===== config.mk =====
export PLATFORM = sky130hd
export DESIGN_NAME = reg_bank_wb
export DESIGN_NICKNAME = d
export VERILOG_FILES = /design/src/rtl/reg_bank_pkg.sv /design/src/rtl/reg_bank_wb_wr_queue.sv /design/src/rtl/reg_bank_wb.sv
export SDC_FILE = /design/constraint.sdc
export NUM_CORES = 1
export LEC_CHECK = 0
export ABC_AREA = 1
export CORE_ASPECT_RATIO = 0.6
export CORE_MARGIN = 2
export CORE_UTILIZATION = 50
export CTS_CLUSTER_SIZE = 40
export DETAILED_ROUTE_END_ITERATION = 6
export PLACE_DENSITY_LB_ADDON = 0.12
export SETUP_SLACK_MARGIN = 0.2
export SYNTH_ARGS = -nofsm -noshare
export SYNTH_HDL_FRONTEND = slang
export SYNTH_SLANG_ARGS = --single-unit

===== constraint.sdc =====
create_clock -name clk -period 3.31 [get_ports clk]
set_clock_uncertainty 0.05 [all_clocks]
set_input_delay 0.4965 -clock clk [delete_from_list [all_inputs] [get_ports clk]]
set_output_delay 0.4965 -clock clk [all_outputs]
set_load 0.1 [all_outputs]

===== src/rtl/reg_bank_pkg.sv =====
// Shared constants and types for the write-side register bank.
package reg_bank_pkg;
   localparam int DW     = 8;
   localparam int NREG   = 8;
   localparam int AW     = 3;
   localparam int QDEPTH = 2;

   typedef enum logic [1:0] {IDLE, DRAIN, CLEAR} state_t;

   typedef struct packed {
      logic [AW-1:0] wa;
      logic [DW-1:0] wd;
   } wr_entry_t;
endpackage


===== src/rtl/reg_bank_wb_wr_queue.sv =====
// Two-entry in-order write queue; entry 0 is always the head.
module wr_queue
   import reg_bank_pkg::*;
(
   input  logic                        clk,
   input  logic                        rst_n,
   input  logic                        push,
   input  wr_entry_t                   push_entry,
   input  logic                        pop,
   output wr_entry_t                   head,
   output logic [1:0]                  count,
   output logic [QDEPTH-1:0]           valid,
   output logic [QDEPTH-1:0][AW-1:0]   entry_wa
);
   wr_entry_t  entries [QDEPTH];
   logic [1:0] count_reg;
   logic       do_pop;
   logic       do_push;
   logic       wr_idx;

   assign do_pop  = pop && (count_reg != 2'd0);
   assign do_push = push && ((count_reg < 2'(QDEPTH)) || do_pop);
   // Slot for the new entry is the occupancy after any pop: (count - pop) mod 2.
   assign wr_idx  = count_reg[0] ^ do_pop;

   always_ff @(posedge clk or negedge rst_n) begin
      if (!rst_n) begin
         count_reg <= 2'd0;
         for (int i = 0; i < QDEPTH; i++) entries[i] <= '0;
      end else begin
         if (do_pop) entries[0] <= entries[1];
         if (do_push) entries[wr_idx] <= push_entry;
         count_reg <= count_reg + {1'b0, do_push} - {1'b0, do_pop};
      end
   end

   assign head  = entries[0];
   assign count = count_reg;

   generate
      for (genvar gi = 0; gi < QDEPTH; gi++) begin : g_entry
         assign valid[gi]    = (count_reg > 2'(gi));
         assign entry_wa[gi] = entries[gi].wa;
      end
   endgenerate
endmodule


===== src/rtl/reg_bank_wb.sv =====
// Eight-register write-side bank: queued write-back commits, sequential clear, r0 hardwired to zero.
module reg_bank_wb
   import reg_bank_pkg::*;
(
   input  logic            clk,
   input  logic            rst_n,
   input  logic            wr_valid,
   output logic            wr_ready,
   input  logic [AW-1:0]   wa,
   input  logic [DW-1:0]   wd,
   input  logic            clr_req,
   output logic            clr_busy,
   output logic [NREG-1:0] pending,
   output logic [1:0]      q_count,
   output logic [DW-1:0]   D0,
   output logic [DW-1:0]   D1,
   output logic [DW-1:0]   D2,
   output logic [DW-1:0]   D3,
   output logic [DW-1:0]   D4,
   output logic [DW-1:0]   D5,
   output logic [DW-1:0]   D6,
   output logic [DW-1:0]   D7
);
   state_t                    state_reg;
   logic [AW-1:0]             idx_reg;
   logic [DW-1:0]             regs [1:NREG-1];
   logic                      push;
   logic                      pop;
   logic [1:0]                count_next;
   wr_entry_t                 push_entry;
   wr_entry_t                 head;
   logic [QDEPTH-1:0]         q_valid;
   logic [QDEPTH-1:0][AW-1:0] q_wa;

   assign wr_ready   = (state_reg == IDLE) && (q_count < 2'(QDEPTH));
   assign clr_busy   = (state_reg != IDLE);
   // Writes to r0 are acknowledged but never enter the queue.
   assign push       = wr_valid && wr_ready && (wa != '0);
   assign pop        = (state_reg != CLEAR) && (q_count != 2'd0);
   assign count_next = q_count + {1'b0, push} - {1'b0, pop};
   assign push_entry = '{wa: wa, wd: wd};

   wr_queue u_wr_queue (
      .clk        (clk),
      .rst_n      (rst_n),
      .push       (push),
      .push_entry (push_entry),
      .pop        (pop),
      .head       (head),
      .count      (q_count),
      .valid      (q_valid),
      .entry_wa   (q_wa)
   );

   // A clear request that coincides with an accepted write drains it first.
   always_ff @(posedge clk or negedge rst_n) begin
      if (!rst_n) begin
         state_reg <= IDLE;
         idx_reg   <= '0;
      end else begin
         case (state_reg)
            IDLE: begin
               if (clr_req) begin
                  if (count_next != 2'd0) begin
                     state_reg <= DRAIN;
                  end else begin
                     state_reg <= CLEAR;
                     idx_reg   <= AW'(1);
                  end
               end
            end
            DRAIN: begin
               if (count_next == 2'd0) begin
                  state_reg <= CLEAR;
                  idx_reg   <= AW'(1);
               end
            end
            CLEAR: begin
               if (idx_reg == AW'(NREG-1)) begin
                  state_reg <= IDLE;
                  idx_reg   <= '0;
               end else begin
                  idx_reg <= idx_reg + AW'(1);
               end
            end
            default: begin
               state_reg <= IDLE;
               idx_reg   <= '0;
            end
         endcase
      end
   end

   generate
      for (genvar gi = 1; gi < NREG; gi++) begin : g_reg
         always_ff @(posedge clk or negedge rst_n) begin
            if (!rst_n) begin
               regs[gi] <= '0;
            end else if ((state_reg == CLEAR) && (idx_reg == AW'(gi))) begin
               regs[gi] <= '0;
            end else if (pop && (head.wa == AW'(gi))) begin
               regs[gi] <= head.wd;
            end
         end
      end
   endgenerate

   always_comb begin
      pending = '0;
      for (int i = 0; i < QDEPTH; i++) begin
         if (q_valid[i]) pending[q_wa[i]] = 1'b1;
      end
      pending[0] = 1'b0;
   end

   assign D0 = '0;
   assign D1 = regs[1];
   assign D2 = regs[2];
   assign D3 = regs[3];
   assign D4 = regs[4];
   assign D5 = regs[5];
   assign D6 = regs[6];
   assign D7 = regs[7];
endmodule

* Word level (Yosys, flattened, before mapping)
Cells that the tools add are included.
** Operators by class
- Add/subtract/negate cells :: 5
- Magnitude comparators :: 9
- Equality and inequality tests :: 21
- Multiplexer cells :: 35
- Bitwise operators :: 3
- Reductions and logical operators :: 39
** Operator list (count)
- two-way mux 8 bit :: 16
- == test 3 bit (second input constant) :: 8
- logical AND 1 bit :: 23
- bitwise mux 22 bit :: 1
- two-way mux 11 bit :: 2
- two-way mux 22 bit :: 1
- nonzero test 2 bit :: 10
- == test 3 x 2 -> 1 bit (second input constant) :: 4
- two-way mux 3 bit :: 4
- demux 11 bit (select 1 bit) :: 1
- != test 2 bit (second input constant) :: 5
- one-hot mux 3 bit (3 select lines) :: 1
- < comparator 3 x 4 -> 1 bit (second input constant) :: 2
- two-way mux 2 bit :: 4
- bitwise OR 8 bit :: 1
- demux 1 bit (select 3 bit) :: 2
- == test 3 x 1 -> 1 bit (second input constant) :: 2
- greater-or-equal comparator 3 x 1 -> 1 bit (second input constant) :: 2
- one-hot mux 2 bit (3 select lines) :: 1
- AND reduction 3 bit :: 2
- adder 2 x 1 -> 2 bit :: 2
- greater-than comparator 2 x 1 -> 1 bit (second input constant) :: 2
- zero test 2 bit :: 2
- subtractor 2 x 1 -> 2 bit :: 2
- 11 further kinds :: 12
** Word-level totals
- Flip-flop bits (word level) :: 85
- Logic and storage cells :: 126

* Logic depth before layout (Yosys ltp)
- Word-level depth :: 11
- Gate-level depth with buffers :: 16

* Modules after synthesis
From an unflattened synthesis, not the netlist that was laid out.
** Second synthesis, totals
- Cells, all modules :: 466
- Area total of the unflattened synthesis :: 4152.7 um^2
** By module, submodules not included
- reg_bank_wb :: times used 1, cells each 298, area each 2867.8 um^2
- wr_queue :: times used 1, cells each 168, area each 1285.0 um^2

* Worst setup path after synthesis
No wires, ideal clock.
- Path kind :: reg-to-output
- From :: register u_wr_queue.count_reg[1], in the netlist u_wr_queue.count[1]
- To :: output pending[1]
- Arrival :: 3.459 ns
- Setup slack :: -0.696 ns
- Cell stages (with the launch flop) :: 3
- Path buffers :: 0
- Cells stage by stage :: dfrtp_1 -> nand2_1 -> o31ai_1
** On the way
- Longest elaborated chain between the ends :: 4
- Elaborated cells on any way between the ends :: 5
** RTL lines
- start: declaration :: line reg_bank_wb_wr_queue.sv:16 : logic [1:0] count_reg;
- start signal: assignment :: line reg_bank_wb_wr_queue.sv:33 : count_reg <= count_reg + {1'b0, do_push} - {1'b0, do_pop};
- greater-than comparator 2 x 1 -> 1 bit :: line reg_bank_wb_wr_queue.sv:42 : assign valid[gi] = (count_reg > 2'(gi));
- two-way mux 8 bit :: line reg_bank_wb.sv:111 : if (q_valid[i]) pending[q_wa[i]] = 1'b1;
- bitwise OR 8 bit (no source line)
- two-way mux 8 bit (*) :: line reg_bank_wb.sv:111
- end: declaration :: line reg_bank_wb.sv:13 : output logic [NREG-1:0] pending,
Mark *: on every way between the ends. The rest lies on a longest branch, timed or not.

* Final worst setup path
- From :: register state_reg[0]
- To :: register idx_reg[2]
** On the way
- Longest elaborated chain between the ends :: 9
- Elaborated cells on any way between the ends :: 17
** RTL lines
- start: declaration :: line reg_bank_wb.sv:24 : state_t state_reg;
- start signal: assignment :: line reg_bank_wb.sv:58 : state_reg <= IDLE;
- start signal: assignment :: line reg_bank_wb.sv:65 : state_reg <= DRAIN;
- start signal: assignment :: line reg_bank_wb.sv:67 : state_reg <= CLEAR;
- zero test 2 bit :: line reg_bank_wb.sv:35, reg_bank_wb.sv:61
- logical AND 1 bit :: line reg_bank_wb.sv:35 : assign wr_ready = (state_reg == IDLE) && (q_count < 2'(QDEPTH));
- logical AND 1 bit (2 in series) :: line reg_bank_wb.sv:38 : assign push = wr_valid && wr_ready && (wa != '0);
- adder 2 x 1 -> 2 bit :: line reg_bank_wb.sv:40 : assign count_next = q_count + {1'b0, push} - {1'b0, pop};
- subtractor 2 x 1 -> 2 bit :: line reg_bank_wb.sv:40
- nonzero test 2 bit or zero test 2 bit (tied branches) :: line reg_bank_wb.sv:64, reg_bank_wb.sv:73
- != test 2 bit (no source line)
- AND reduction 3 bit (no source line)
- end signal: assignment :: line reg_bank_wb.sv:83 : idx_reg <= idx_reg + AW'(1);
- end: declaration :: line reg_bank_wb.sv:25 : logic [AW-1:0] idx_reg;
Several ways; a longest one is shown, not always the timed one.
A chain may end at the register's enable or synchronous reset.

==> results.sh <==
export IMPL_status="complete, no violations"
export IMPL_synth_edff_count=0
export IMPL_synthArstFlopShare=1.000
export IMPL_rsz0062_at_grt="false"
export IMPL_grt_usage=0.2401
export IMPL_h_tree_depth=3
export IMPL_first_pass_iters=5
export IMPL_clkLatencyLatePin_ns=0.34
export IMPL_ys_types=26
export IMPL_first_global_vias=2945
export IMPL_layout_drive_gt1_share=0.1448
export IMPL_diodes=0
export IMPL_fin_area_sq_um=4997
export IMPL_routed_wl_um=9894
export IMPL_yosysSeqAreaShare=0.5428
export IMPL_nNetsFinal=523
export IMPL_grt_max_degree=86
export IMPL_cpMostUsedCell="nand2_1"
export IMPL_post_cts_repair_setup_buffers=0
export IMPL_cts_root_buf="clkbuf_16"
export IMPL_ys_flop_type="dfrtp_1"
export IMPL_yosysMostFrequentCell="dfrtp_1"
export IMPL_synth_area_leaders="dfrtp_1 54%, nand3_1 9.8%, nand2_1 7.4%"
export IMPL_yosys_area_top_type="dfrtp_1"
export IMPL_post_route_period_util=0.7507
export IMPL_start_kind="register"
export IMPL_cts_resized=0
export IMPL_crit_path_end="idx_reg[2]"
export IMPL_rows=24
export IMPL_ys_seq_elements=85
export IMPL_end_kind="register"
export IMPL_drv_cap=0
export IMPL_path_clk_slew_ns=0.06
export IMPL_portBuffers=81
export IMPL_ys_warn_count=0
export IMPL_avgSynthCellArea_sq_um=9.286
export IMPL_hold_path_class="input port to async pin"
export IMPL_wl_per_cell_um=16.27
export IMPL_r2r_cells=11
export IMPL_die_w_um=118.3
export IMPL_netlist_top_cells_count="85 x dfrtp_1, 77 x nand2_1, 77 x nand3_1"
export IMPL_cts_tree="yes"
export IMPL_slowest_delay_ns=0.55
export IMPL_r2r_setup_slack_ns=0.83
export IMPL_period_minus_slack_ns=2.485
export IMPL_synth_area_sq_um=3919
export IMPL_antenna_found_initial=0
export IMPL_drt_iter0_markers=277
export IMPL_dp_cells=592
export IMPL_drc_errors=0
export IMPL_vias=3258
export IMPL_worst_slew_pin_slew_ns=1.060
export IMPL_final_hold_viol_count=0
export IMPL_syn_to_final_growth_pct=27.52
export IMPL_dpl_cell_area_sq_um=4684
export IMPL_die_h_um=72.58
export IMPL_ant_nets=0
export IMPL_cts_hold_buffers=0
export IMPL_setup_viol=0
export IMPL_critical_path_cell_chain="nor2_2 -> nor2_4 -> ha_1 -> inv_1 -> ha_1 -> inv_1 -> nand3_1 -> o21ai_0 -> nand2_1 -> nand2_1 -> nand2_1"
export IMPL_fin_tns_setup_ns=0
export IMPL_crit_path_top_delay_cell="ha_1"
export IMPL_io_pins=91
export IMPL_hpwlAfterDp_um=6804
export IMPL_cts_buffer_depth=2
export IMPL_path_class="register to register"
export IMPL_worstPathArrival_ns=2.66
export IMPL_cts_buffers=9
export IMPL_r2r_start="state_reg[0]"
export IMPL_cp_startpoint="state_reg[0]"
export IMPL_grt_overflow_total=0
export IMPL_required_ns=3.49
export IMPL_maxSlewHeadroom=0.2933
export IMPL_fmax_mhz=402.5
export IMPL_cts_sinks=85
export IMPL_drv_slew=0
export IMPL_grt_pass1_wl_um=15550
export IMPL_avgViaCountPerCell=5.359
export IMPL_dieArea_sq_um=8585
export IMPL_initial_utilization=0.5283
export IMPL_synth_top_area_share=0.5428
export IMPL_routabilityCongestion=0.7925
export IMPL_worstPathMaxFanout=13
export IMPL_instances_no_fill=608
export IMPL_rr_endpoint="idx_reg[2]"
export IMPL_core_sq_um=7417
export IMPL_netlist_instances=422
[worst min path at each step]
stage          startpoint  endpoint  cells past startpoint
2_1_floorplan       rst_n     D1[0]                      0
3_3_place_gp        D3[0]     D3[0]                      2
3_5_place_dp     register  register                      1
4_1_cts             rst_n     D4[6]                      1
5_1_grt             rst_n     D4[3]                      1
6_report            rst_n     D4[6]                      1
[worst max-delay path: cells and delay by family (launching register included)]
family / cells / cell delay [ns]
AOI/OAI and AO/OA: 1 / 0.14
adders and majority gates: 2 / 0.84
buffers and inverters: 2 / 0.22
DFF: 1 / 0.45
and+or+nand+nor: 6 / 0.70
[routing by layer]
metal / wire length (um) / GRT usage / vias up
li1: - / - / 1557
met1: 4545 / 0.3433 / 1546
met2: 4353 / 0.3590 / 139
met3: 867 / 0.07578 / 16
met4: 128 / 0.06292 / 0
met5: 0 / 0 / -
[metrics by stage]
| stage | util | hold WS, ns | setup slack (ns) |
|---|---|---|---|
| 6_report | 0.6738 | 0.2852 | 0.8253 |
| 5_1_grt | 0.6738 | 0.3817 | 0.6297 |
| 4_1_cts | 0.6738 | 0.3462 | 0.8167 |
| 3_5_place_dp | 0.6316 | 0.4472 | 0.6123 |
| 3_3_place_gp | 0.6316 | 0.4410 | 0.7867 |
| 2_1_floorplan | - | 0.1509 | -0.2138 |
[area by class of cell]
class | count | area, sq um
clock inverters | 3 | 42.54
flip-flops and latches | 85 | 2130
multi-input cells | 288 | 1539
repair buffers | 83 | 765.7
clock buffers | 13 | 270.3
fillers | 614 | 2420
well taps | 104 | 130.1
inverters | 32 | 120.1
[cells in the final DEF (no fill, tap or decap), drive strengths merged]
cell	instances
dfrtp	85
nand3	82
nand2	82
o21ai	77
clkdlybuf4s50	57
inv	32
buf	26
clkbuf	13
nor2	13
ha	9
conb	9
mux2	8
o31ai	3
nor3	1
xor2	1
nand3b	1
a21oi	1
or2	1
clkinvlp	1
clkinv	1
bufinv	1
[cells by family after synthesis]
family,count (synthesis),share of synthesized area
and+or+nand+nor,180,0.2197
DFF,85,0.5428
AOI/OAI and AO/OA,81,0.1054
buffers and inverters,57,0.07726
adders and majority gates,9,0.02874
muxes,8,0.02299
other,1,0.0009569
xor gates and xnor gates,1,0.002235
Power is left out: the tool's default activity adds up to more than one toggle a clock period on the data nets, which glitch-free logic cannot reach.
